==> src/rtl/logic_unit_pipe.sv <==
`default_nettype none
// ============================================================================
// Module   : logic_unit_pipe
// Brief    : Pipelined AND/OR/XOR/NOR unit with zero flag and valid/ready
//            flow control. Define LOGIC_UNIT_PIPE_PERF_EN for op_count.
// Revision : 1.0 - initial release
// ============================================================================
module logic_unit_pipe #(
   parameter int WIDTH  = 32,
   parameter int STAGES = 2
) (
   input  logic             clk,
   input  logic             rst,
   input  logic             in_valid,
   output logic             in_ready,
   input  logic [WIDTH-1:0] a,
   input  logic [WIDTH-1:0] b,
   input  logic [1:0]       op,
   output logic             out_valid,
   input  logic             out_ready,
   output logic [WIDTH-1:0] result,
   output logic             zero,
   output logic [31:0]      op_count
);

   logic [WIDTH-1:0] w_res;
   logic             w_zero;
   logic [STAGES:0]  w_rdy;

   logic [STAGES-1:0] r_vld;
   logic [STAGES-1:0] r_zero;
   logic [WIDTH-1:0]  r_data [STAGES];

   always_comb begin
      w_res = a & b;
      case (op)
         2'd0:    w_res = a & b;
         2'd1:    w_res = a | b;
         2'd2:    w_res = a ^ b;
         default: w_res = ~(a | b);
      endcase
   end

   assign w_zero = ~|w_res;

   // Ready chain walks backwards from the output inside one process.
   always_comb begin
      w_rdy         = '0;
      w_rdy[STAGES] = out_ready;
      for (int k = STAGES - 1; k >= 0; k--) begin
         w_rdy[k] = ~r_vld[k] | w_rdy[k+1];
      end
   end

   assign in_ready = w_rdy[0];

   always_ff @(posedge clk or posedge rst) begin
      if (rst) begin
         r_vld  <= '0;
         r_zero <= '0;
         for (int k = 0; k < STAGES; k++) begin
            r_data[k] <= '0;
         end
      end else begin
         if (w_rdy[0]) begin
            r_vld[0] <= in_valid;
            if (in_valid) begin
               r_data[0] <= w_res;
               r_zero[0] <= w_zero;
            end
         end
         for (int k = 1; k < STAGES; k++) begin
            if (w_rdy[k]) begin
               r_vld[k]  <= r_vld[k-1];
               r_data[k] <= r_data[k-1];
               r_zero[k] <= r_zero[k-1];
            end
         end
      end
   end

   assign out_valid = r_vld[STAGES-1];
   assign result    = r_data[STAGES-1];
   assign zero      = r_zero[STAGES-1];

`ifdef LOGIC_UNIT_PIPE_PERF_EN
   logic [31:0] r_op_count;

   // Saturating count of output handshakes.
   always_ff @(posedge clk or posedge rst) begin
      if (rst) begin
         r_op_count <= '0;
      end else if (out_valid && out_ready && (r_op_count != 32'hFFFF_FFFF)) begin
         r_op_count <= r_op_count + 32'd1;
      end
   end

   assign op_count = r_op_count;
`else
   assign op_count = '0;
`endif

endmodule
`default_nettype wire
==> config.mk <==
export PLATFORM = sky130hd
export DESIGN_NAME = logic_unit_pipe
export DESIGN_NICKNAME = d
export VERILOG_FILES = /design/src/rtl/logic_unit_pipe.sv
export SDC_FILE = /design/constraint.sdc
export NUM_CORES = 1
export LEC_CHECK = 0
export CAP_MARGIN = 20
export CORE_ASPECT_RATIO = 1.2
export CORE_UTILIZATION = 45
export DETAILED_ROUTE_END_ITERATION = 8
export GPL_TIMING_DRIVEN = 0
export HOLD_SLACK_MARGIN = 0.08
export PLACE_DENSITY = 0.87
export SYNTH_ARGS = -nofsm -noshare
export SYNTH_HDL_FRONTEND = slang
export SYNTH_SLANG_ARGS = --single-unit
==> constraint.sdc <==
create_clock -name clk -period 2 [get_ports clk]
set_input_delay 0.3 -clock clk [delete_from_list [all_inputs] [get_ports clk]]
set_output_delay 0.3 -clock clk [all_outputs]
set_load 0.005 [all_outputs]
-- Yosys cells after proc, flatten, opt, wreduce, memory -nomap -nowiden
Cells that the tools add are included.
- flip-flop bits (word level): 68
- logic and storage cells: 21
- input port bits: 70
- output and inout port bits: 67
- eq/ne operators: 2
- bitwise gates (word level): 8
- multiplexer cells: 1
- reductions and logical operators: 4
- operators with widths (kind ; count):
    32-bit one-hot mux with 3 select lines ; 1
    32-bit AND ; 1
    32-bit inverter ; 1
    32-bit bitwise OR ; 1
    32-bit OR reduction ; 1
    32-bit bitwise XOR ; 1
    2-bit by 1-bit equality test with 1-bit output, second input constant ; 1
    2-bit equality test, second input constant ; 1
    2-bit logical NOT ; 1
    1-bit inverter ; 2
    1-bit bitwise OR ; 2
    2-bit AND reduction ; 1
    1-bit logical NOT ; 1

-- Depth between registers and ports, before layout
Gate-level depths: netlist (run 1).
- depth in word-level cells: 5
- gate-level depth with buffers: 9
- mapped depth without buffers: 8

-- Worst setup path after synthesis (run 1)
No wires, ideal clock.
- kind: input -> register
- start point: input port a[25]
- end point: register r_zero[0]
- cell stages on the path: 7
- arrival: 1.830 ns
- required time: 1.908 ns
- setup slack: 0.078 ns
- buffers on the path: 0
- cells stage by stage: inv_1 > ha_1 > mux2_4 > a21oi_1 > nand4_1 > or4_1 > o31ai_2
- word-level cells in the longest chain between the ends: 5
- ends and longest elaborated chain (what ; RTL line ; source):
    start: declaration ; 16 ; input logic [WIDTH-1:0] a,
    32-bit bitwise OR ; 38, 40 ;
    32-bit inverter ; 40 ; default: w_res = ~(a | b);
    32-bit one-hot mux with 3 select lines (*) ; 36 ; case (op)
    32-bit OR reduction (*) ; 44 ; assign w_zero = ~|w_res;
    1-bit logical NOT (*) ; 44 ;
    end signal: assignment ; 69 ; r_zero[0] <= w_zero;
    end signal: indexed assignment ; 76 ; r_zero[k] <= r_zero[k-1];
    end: declaration ; 31 ; logic [STAGES-1:0] r_zero;
Every way passes the cells marked *; elsewhere a longest branch is shown, timed or not.
A chain may end at the register's enable or synchronous reset.

-- Final worst setup path (run 1)
- start point: input port b[6]
- end point: register r_zero[0]
- word-level cells in the longest chain between the ends: 5
- ends and longest elaborated chain (what ; RTL line ; source):
    start: declaration ; 17 ; input logic [WIDTH-1:0] b,
    32-bit bitwise OR ; 38, 40 ;
    32-bit inverter ; 40 ;
    32-bit one-hot mux with 3 select lines (*) ; 36 ;
    32-bit OR reduction (*) ; 44 ;
    1-bit logical NOT (*) ; 44 ;
Marked as above.

==> qor.yml, run 1 <==
layout:
  antenna_cells: 0
  layout.nets: 950
  fin_cells: 953
  synthToLayoutAreaGrowth_pct: 48.1
  layout-drive-gt1-share_pct: 27.6
drt:
  firstDrtPassIters: 5
  routed_wl_um: 15900
  wl_per_cell_um: 16.7
  num_vias: 5068
  ant_nets: 0
  post-route-drc-count: 0
  viasPerCell: 5.32
  dr.first_iter.drc_count: 434
global_routing:
  grt_max_degree: 47
  grt_pass1_vias: 4697
  grt_pass1_wl_um: 22700
  grt_usage_pct: 24.6
  antenna_found_initial: 0
  overflow: 0
placement:
  io_buffers: 102
  place_inst: 874
  routabilityCongestion: 0.840
  dpl.hpwl_um: 8610
  place_worst_setup_slack_ns: -0.671
floorplan:
  core-area_um2: 11000
  die_width_um: 98.9
  dieArea_um2: 11700
  num_rows: 42
  die_h_um: 118
  start_util_pct: 46.2
  num_io_pins: 137
critical_path:
  crit_path_start_kind: "primary input"
  critical_path_class: "primary input to register"
  critPathCaptureType: "register"
  path_delay_family: "simple AND/OR/NAND/NOR gates"
  max_stage_delay_ns: 0.51
  crit_slowest_cell: "or4_4"
  cp_data_arrival_time_ns: 2.39
  crit_chain: "clkdlybuf4s50_1, ha_1, nor2b_1, o31ai_1, nand4_1, or4_4, o31ai_2"
  timing.rr.start: "r_vld[1]"
  crit_buf_inv: 1
  cp_max_fo: 2
  r2r_end: "r_data[48]"
  crit_required_ns: 2.23
  reg2reg_slack_ns: 0.03
  r2r_cells: 6
  startpoint: "b[6]"
sta:
  setup_ws_ns: -0.167
  rsz0062_at_grt: "yes"
  maxSlewHeadroom_pct: 55.2
  period_minus_slack_ns: 2.17
  finalMaxSlewViolations: 0
  fmax_mhz: 462
  setup_viol: 3
  hold_violations: 0
  fin_crit_sh_pct: 108
  tightest_slew_ns: 0.672
  fin_skew_ns: 0.00416
clock_tree:
  cts_max_path_buffers: 2
  clock-sinks: 68
  clkTransAtPathRegs_ns: 0.05
  numCtsBuffers: 9
  cts_tree: "built"
  root_buffer: "clkbuf_16"
  htree_num_levels: 3
  postCtsHoldBufs: 0
  clk_latency_ns: 0.33
outcome:
  violations: "setup timing"
  status: "finished, violations left"
yosys:
  ys_seq_area_share_pct: 33.5
  syn_avg_cell_area_um2: 8.34
  async_flop_share_pct: 100
  synth_edf_count: 0
  netlist_instances: 608
  synth_top_flop_cell: "dfrtp_1"
  synth_area_um2: 5070
  synth_seq_cells: 68
  ys_types: 25
  synth_warnings: 0
power_and_ir_drop:
  power.density_nw_per_um2: 655
  cellLeakagePower_nw: 4.21
  vdd.ir_drop.worst_mv: 0.457
worst_hold_path:
  hold_path.class: "primary input to async pin"
flow_run:
  cap_viol_max_count: 0
final cells by class:
class | instances | area, µm²
multi-input cells | 409 | 2920
flip-flops and latches | 68 | 1700
fillers | 716 | 3470
well taps | 132 | 165
plain buffers | 97 | 654
repair buffers | 166 | 1560
clock inverters | 2 | 10.0
clock buffers | 14 | 254
inverters | 65 | 248
power breakdown:
part	internal (mW)	switching (mW)
Sequential	1.61	0.142
Combinational	0.970	0.788
Clock	0.870	0.548
Total	3.45	1.48
sequential cells by signal, indices dropped and copies added, names as in the netlist:
signal	cells
r_data	32
result	32
r_vld	2
r_zero	2
how the worst max path moves through the flow:
stage | endpoint | depth (start not counted)
after floorplan | r_zero[0] | 7
after global placement | r_zero[0] | 8
after detailed placement | r_zero[0] | 8
after CTS | r_zero[0] | 8
after global routing | r_zero[0] | 7
final | r_zero[0] | 7
synth_stat cells (4+ instances only):
cell type	count	share of area, %
mux2_1	18	4.0
o31ai_1	4	0.59
inv_1	65	4.8
buf_4	65	9.6
nor2b_1	9	1.1
a211oi_1	28	4.1
buf_2	6	0.59
dfrtp_1	68	34
nand4_1	8	0.99
ha_1	64	16
clkbuf_1	20	1.5
nand2_1	134	9.9
mux2_4	8	2.4
a21oi_1	27	2.7
o21ai_0	20	2.0
nor2_1	32	2.4
o21ai_1	16	1.6
cell usage in the layout, fill, tap and decap left out, types with 4 or more instances in the layout:
| cell | Yosys | layout |
|---|---|---|
| buf_2 | 6 | 8 |
| nor2b_1 | 9 | 9 |
| mux2_4 | 8 | 22 |
| o31ai_1 | 4 | 4 |
| a21oi_2 | 1 | 14 |
| dlymetal6s2s_1 | 0 | 30 |
| mux2_1 | 18 | 4 |
| buf_6 | 3 | 4 |
| clkbuf_1 | 20 | 16 |
| dfrtp_1 | 68 | 68 |
| ha_1 | 64 | 63 |
| nand2_1 | 134 | 133 |
| o21ai_0 | 20 | 20 |
| inv_1 | 65 | 64 |
| nor2_1 | 32 | 32 |
| clkdlybuf4s50_1 | 0 | 49 |
| conb_1 | 1 | 32 |
| o21ai_1 | 16 | 16 |
| clkbuf_16 | 0 | 9 |
| a21oi_4 | 0 | 14 |
| clkbuf_2 | 0 | 8 |
| buf_4 | 65 | 128 |
| dlygate4sd2_1 | 0 | 23 |
| a211oi_1 | 28 | 20 |
| a211oi_2 | 0 | 8 |
| nand4_1 | 8 | 8 |
logic make-up (layout without fill, tap and decap cells):
kind of cell	after synthesis	count (layout)	share of synthesized area (%)
and+or+nand+nor	188	188	15.0
buffers and inverters	162	344	17.4
AOI/OAI and AO/OA	97	97	11.4
DFF	68	68	33.5
adders and majority gates	64	64	15.8
muxes	28	28	6.81
other	1	32	0.0739
stage by stage:
stage                     area [µm²]  hold slack (ns)  utilization (%)  TNS [ns]  power, mW
after detailed placement        6400            0.453             58.3    -13.05       3.09
after global routing            7510            0.411             68.4    -0.680       5.14
after global placement          6380            0.450             58.1    -12.06       3.04
after CTS                       7290            0.370             66.4    -0.161       4.71
after floorplan                 5190            0.408                -         0       2.50
final                           7510            0.364             68.4    -0.220       4.92
routing by layer:
layer,GRT usage (%),share of wire [%],vias up
li1,-,-,2279
met1,27.2,37,2326
met2,41.8,48,347
met3,4.49,7.2,116
met4,18.1,7.2,0
met5,0,0,-
what timing repair did:
item | CTS | global route
setup endpoints to repair | 34 | 34
gates resized for setup | 78 | 65
pin swaps | 27 | 27
hold endpoints to repair | 0 | 0
setup buffers | 57 | 6
(Power assumes the default switching activity.)
==> inputs of run 2 (changes only) <==
--- a/config.mk
+++ b/config.mk
@@ -8,8 +8,9 @@
 export CAP_MARGIN = 20
 export CORE_ASPECT_RATIO = 1.2
 export CORE_UTILIZATION = 45
+export CTS_CLUSTER_SIZE = 30
 export DETAILED_ROUTE_END_ITERATION = 8
-export GPL_TIMING_DRIVEN = 0
+export GPL_TIMING_DRIVEN = 1
 export HOLD_SLACK_MARGIN = 0.08
 export PLACE_DENSITY = 0.87
 export SYNTH_ARGS = -nofsm -noshare
==> qor.yml, run 2 (same netlist as run 1, synthesis figures left out) <==
outcome:
  status: "finished clean"
clock_tree:
  clock-sinks: 68  # unchanged
  root_buffer: "clkbuf_16"
  htree_num_levels: 3  # unchanged
  cts_tree: "built"
  clkTransAtPathRegs_ns: 0.05  # about the same
  postCtsHoldBufs: 0  # unchanged
  numCtsBuffers: 9  # unchanged
  clk_latency_ns: 0.32  # about the same
  cts_max_path_buffers: 2  # unchanged
sta:
  hold_violations: 0  # unchanged
  period_minus_slack_ns: 1.98  # -0.191 ns
  fin_skew_ns: 0.00836  # +0.00420 ns
  setup_viol: 0  # -3
  whs_ns: 0.409  # +0.0452 ns
  fmax_mhz: 506  # +9.7%
  fin_crit_sh_pct: 98.8  # -9.6 points
  fin_setup_tns_ns: 0  # +0.220 ns
  maxSlewHeadroom_pct: 63.7  # +8.5 points
  tightest_slew_ns: 0.541  # -0.131 ns
  finalMaxSlewViolations: 0  # unchanged
drt:
  routed_wl_um: 13500  # -15%
  viasPerCell: 5.09  # -4.3%
  wl_per_cell_um: 14.6  # -12%
  firstDrtPassIters: 5  # unchanged
  ant_nets: 0  # unchanged
  dr.first_iter.drc_count: 340  # -22%
  post-route-drc-count: 0  # unchanged
  num_vias: 4686  # -7.5%
global_routing:
  grt_usage_pct: 23.1  # -1.5 points
  grt_pass1_vias: 4675  # -0.47%
  grt_max_degree: 69  # +47%
  grt_pass1_wl_um: 21600  # -4.7%
  antenna_found_initial: 0  # unchanged
  overflow: 0  # unchanged
power_and_ir_drop:
  cellLeakagePower_nw: 3.92  # -6.9%
  power.density_nw_per_um2: 668  # +2.0%
  p_total_mw: 4.90  # -0.51%
  vdd.ir_drop.worst_mv: 0.429  # -6.0%
critical_path:
  critPathCaptureType: "register"
  timing.rr.start: "r_vld[1]"
  cp_max_fo: 2  # unchanged
  crit_required_ns: 2.24  # about the same
  r2r_end: "r_data[57]"
  cp_data_arrival_time_ns: 2.21  # -0.18 ns
  r2r_cells: 6  # unchanged
  crit_path_start_kind: "primary input"
  critical_path_class: "primary input to register"
  reg2reg_slack_ns: 0.62  # +0.59 ns
layout:
  fin_cells: 921  # -3.4%
  final_cell_area_um2: 7330  # -2.4%
  final_common_cell: "nand2_1"
  synthToLayoutAreaGrowth_pct: 44.5
  fillers: 822  # +15%
  final_cell_mix: "nand2_1 (133), buf_4 (125), dfrtp_1 (68)"
  layout.nets: 920  # -3.2%
  layout-drive-gt1-share_pct: 28.3  # +0.61 points
  antenna_cells: 0  # unchanged
floorplan:
  num_rows: 42  # unchanged
  num_io_pins: 137  # unchanged
  die_width_um: 98.9  # unchanged
  start_util_pct: 46.2  # unchanged
  die_h_um: 118  # unchanged
  core-area_um2: 11000  # unchanged
  dieArea_um2: 11700  # unchanged
flow_run:
  cap_viol_max_count: 0  # unchanged
worst_hold_path:
  hold_path.class: "primary input to async pin"
placement:
  dpl.hpwl_um: 8070  # -6.3%
  placed_cell_area_um2: 6300  # -1.5%
  place_inst: 842  # -3.7%
  routabilityCongestion: 0.797  # -5.2%
  io_buffers: 104  # +2.0%
==> run 2: cell count changes in the layout (fill, tap and decap cells not counted), moves of 5 or more <==
cell,before,now
dlygate4sd2_1,23,43
a211oi_2,8,2
a211oi_1,20,26
clkbuf_1,16,1
buf_2,8,1
clkdlybuf4s50_1,49,38
clkdlybuf4s15_1,0,8
a21oi_2,14,9
a21oi_4,14,19
dlymetal6s2s_1,30,2
==> run 2: metal layers <==
layer,share of wire [%],up-vias,track usage [%]
met1,39,2202,27.4
met3,5.0,63,3.49
met2,51,210,40.4
li1,-,2211,-
met5,0,-,0
met4,5.0,0,11.3
==> run 2: worst max-delay path: stages <==
cell	delay, ns
clkbuf_2	0.10
inv_1	0.05
ha_1	0.28
mux2_4	0.29
a21oi_4	0.18
nand4_1	0.20
or4_4	0.58
o31ai_4	0.23
==> run 2: area by class of cell <==
| class | count | area, µm² | area share, % |
|---|---|---|---|
| clock inverter | 2 | 35.0 | 0.478 |
| sequential | 68 | 1700 | 23.2 |
| timing repair buffer | 233 | 1960 | 26.7 |
| inverter | 65 | 248 | 3.38 |
| tap | 132 | 165 | 2.25 |
| clock buffer | 12 | 256 | 3.50 |
| multi-input combinational | 409 | 2960 | 40.4 |
==> run 2: worst max path at each step <==
stage	to	depth (start not counted)	from	slack, ns
finish	r_zero[0]	8	b[19]	0.02
global route	r_zero[0]	8	a[30]	-0.009
CTS	r_zero[0]	9	a[3]	0.03
detailed placement	r_zero[0]	9	a[30]	-0.67
global placement	r_zero[0]	8	a[17]	-0.64
floorplan	r_zero[0]	7	a[25]	0.08
==> run 2: repair_timing <==
item | 4_1_cts | 5_1_grt
endpoints found under the setup margin | 1 | 1
pin swaps | 41 | 22
resized for setup | 127 | 41
setup buffers | 63 | 3
==> run 2: power breakdown <==
group	total, mW	leakage, nW	internal (mW)	switching [mW]
combinational	1.59	2.92	0.874	0.720
clock	1.57	0.145	1.02	0.550
sequential	1.74	0.854	1.61	0.133
total	4.90	3.92	3.50	1.40
==> run 2: through the flow <==
step	utilization, %	setup slack, ns
floorplan	-	0.0780
global placement	57.4	-0.642
detailed placement	57.4	-0.668
CTS	66.3	0.0286
global route	66.7	-0.00879
finish	66.7	0.0243
==> inputs of run 3 (changes only) <==
--- a/config.mk
+++ b/config.mk
@@ -12,7 +12,7 @@
 export DETAILED_ROUTE_END_ITERATION = 8
 export GPL_TIMING_DRIVEN = 1
 export HOLD_SLACK_MARGIN = 0.08
-export PLACE_DENSITY = 0.87
+export PLACE_DENSITY = 0.76
 export SYNTH_ARGS = -nofsm -noshare
 export SYNTH_HDL_FRONTEND = slang
 export SYNTH_SLANG_ARGS = --single-unit
==> qor.yml, run 3 (same netlist as run 1, synthesis figures left out) <==
outcome:
  status: "finished clean"
critical_path:
  cp_data_arrival_time_ns: 2.20  # about the same
  timing.rr.start: "r_vld[1]"
  crit_path_start_kind: "primary input"
  cp_max_fo: 2  # unchanged
  crit_chain: "dlygate4sd2_1, inv_1, ha_1, mux2_1, a21oi_2, nand4_1, or4_4, o31ai_2"
  startpoint: "a[27]"
  crit_slowest_cell: "or4_4"
  critical_path_class: "primary input to register"
  max_stage_delay_ns: 0.43  # -0.15 ns
  crit_required_ns: 2.23  # about the same
  critPathCaptureType: "register"
placement:
  routabilityCongestion: 0.848  # +6.5%
  io_buffers: 104  # unchanged
  place_inst: 845  # +0.36%
  dpl.hpwl_um: 8310  # +2.9%
sta:
  period_minus_slack_ns: 1.97  # -0.00349 ns
  fin_skew_ns: 0.00553  # -0.00283 ns
  fin_crit_sh_pct: 98.6  # -0.17 points
  hold_violations: 0  # unchanged
  rsz0062_at_grt: "yes"
  finalMaxSlewViolations: 0  # unchanged
  fmax_mhz: 507  # +0.18%
  setup_viol: 0  # unchanged
drt:
  ant_nets: 0  # unchanged
  viasPerCell: 4.94  # -3.0%
  wl_per_cell_um: 13.7  # -6.8%
  dr.first_iter.drc_count: 158  # -54%
  routed_wl_um: 12600  # -6.4%
  post-route-drc-count: 0  # unchanged
  num_vias: 4560  # -2.7%
  firstDrtPassIters: 4  # -1
worst_hold_path:
  hold_path.class: "primary input to async pin"
clock_tree:
  cts_tree: "built"
  clk_latency_ns: 0.32  # about the same
  root_buffer: "clkbuf_16"
  clock-sinks: 68  # unchanged
  htree_num_levels: 3  # unchanged
  clkTransAtPathRegs_ns: 0.05  # about the same
  numCtsBuffers: 9  # unchanged
  cts_max_path_buffers: 2  # unchanged
layout:
  fin_cells: 924  # +0.33%
  layout-drive-gt1-share_pct: 28.3  # about the same
  final_common_cell: "nand2_1"
  antenna_cells: 0  # unchanged
  layout.nets: 921  # +0.11%
  synthToLayoutAreaGrowth_pct: 47.9
  final_cell_mix: "nand2_1 (133), buf_4 (125), dfrtp_1 (68)"
floorplan:
  num_rows: 42  # unchanged
  num_io_pins: 137  # unchanged
  start_util_pct: 46.2  # unchanged
  dieArea_um2: 11700  # unchanged
  die_width_um: 98.9  # unchanged
  core-area_um2: 11000  # unchanged
  die_h_um: 118  # unchanged
power_and_ir_drop:
  cellLeakagePower_nw: 4.03  # +3.0%
  vdd.ir_drop.worst_mv: 0.490  # +14%
  power.density_nw_per_um2: 651  # -2.7%
  p_total_mw: 4.88  # -0.33%
global_routing:
  grt_usage_pct: 21.6  # -1.5 points
  overflow: 0  # unchanged
  antenna_found_initial: 0  # unchanged
  grt_max_degree: 69  # unchanged
  grt_pass1_vias: 4595  # -1.7%
  grt_pass1_wl_um: 20300  # -6.0%
flow_run:
  cap_viol_max_count: 0  # unchanged
run 3: path summary, 6_finish.rpt:
check	cells after the start	slack, ns	end
worst max-delay path	8	0.03	r_zero[0]
min in group clk	2	0.46	result[6]
max in group asynchronous	3	1.29	r_data[63]
worst max register to register	6	0.70	r_data[50]
worst min-delay path	3	0.40	r_data[34]
worst min register to register	2	0.46	result[6]
run 3: critical path, delay by kind of cell:
family | cells | cell delay [ns]
and+or+nand+nor | 2 | 0.56
AOI/OAI and AO/OA | 2 | 0.44
buffers and inverters | 2 | 0.32
muxes | 1 | 0.30
adders and majority gates | 1 | 0.29
run 3: report_power, final:
group          internal, mW  switching, mW  leakage, nW  total [mW]
sequential             1.61          0.128        0.854        1.73
combinational         0.898          0.698         3.03        1.60
clock                  1.03          0.520        0.144        1.55
total                  3.54           1.35         4.03        4.88
run 3: layout make-up:
cell class,count,area (µm²)
clock inverter,1,30.0
tap,132,165
sequential,68,1700
multi-input combinational,409,3040
clock buffer,15,268
timing repair buffer,234,2050
inverter,65,248
fill,831,3480
run 3: repair_timing:
| item | CTS | global route |
|---|---|---|
| pin swaps | 36 | 26 |
| buffers inserted | 57 | 6 |
| hold buffers | 0 | 0 |
| setup endpoints to repair | 1 | 4 |
| gates resized for setup | 117 | 48 |
run 3: layer usage:
layer  up-vias  global-route usage, %  share of wire, %
met5         -                      0                 0
met4         0                   11.6               4.3
met3        47                   3.37               4.3
met2       153                   38.4                50
met1      2136                   24.7                42
li1       2224                      -                 -
run 3: per-stage QoR:
step	area (µm²)	util (%)	TNS [ns]	setup slack [ns]	hold WS (ns)
2_1_floorplan	5190	-	0	0.0780	0.408
3_3_place_gp	6340	57.7	-0.639	-0.620	0.451
3_5_place_dp	6340	57.7	-0.733	-0.640	0.456
4_1_cts	7320	66.7	-0.0557	-0.0557	0.434
5_1_grt	7510	68.3	-0.0588	-0.0479	0.459
6_report	7510	68.3	0	0.0278	0.405
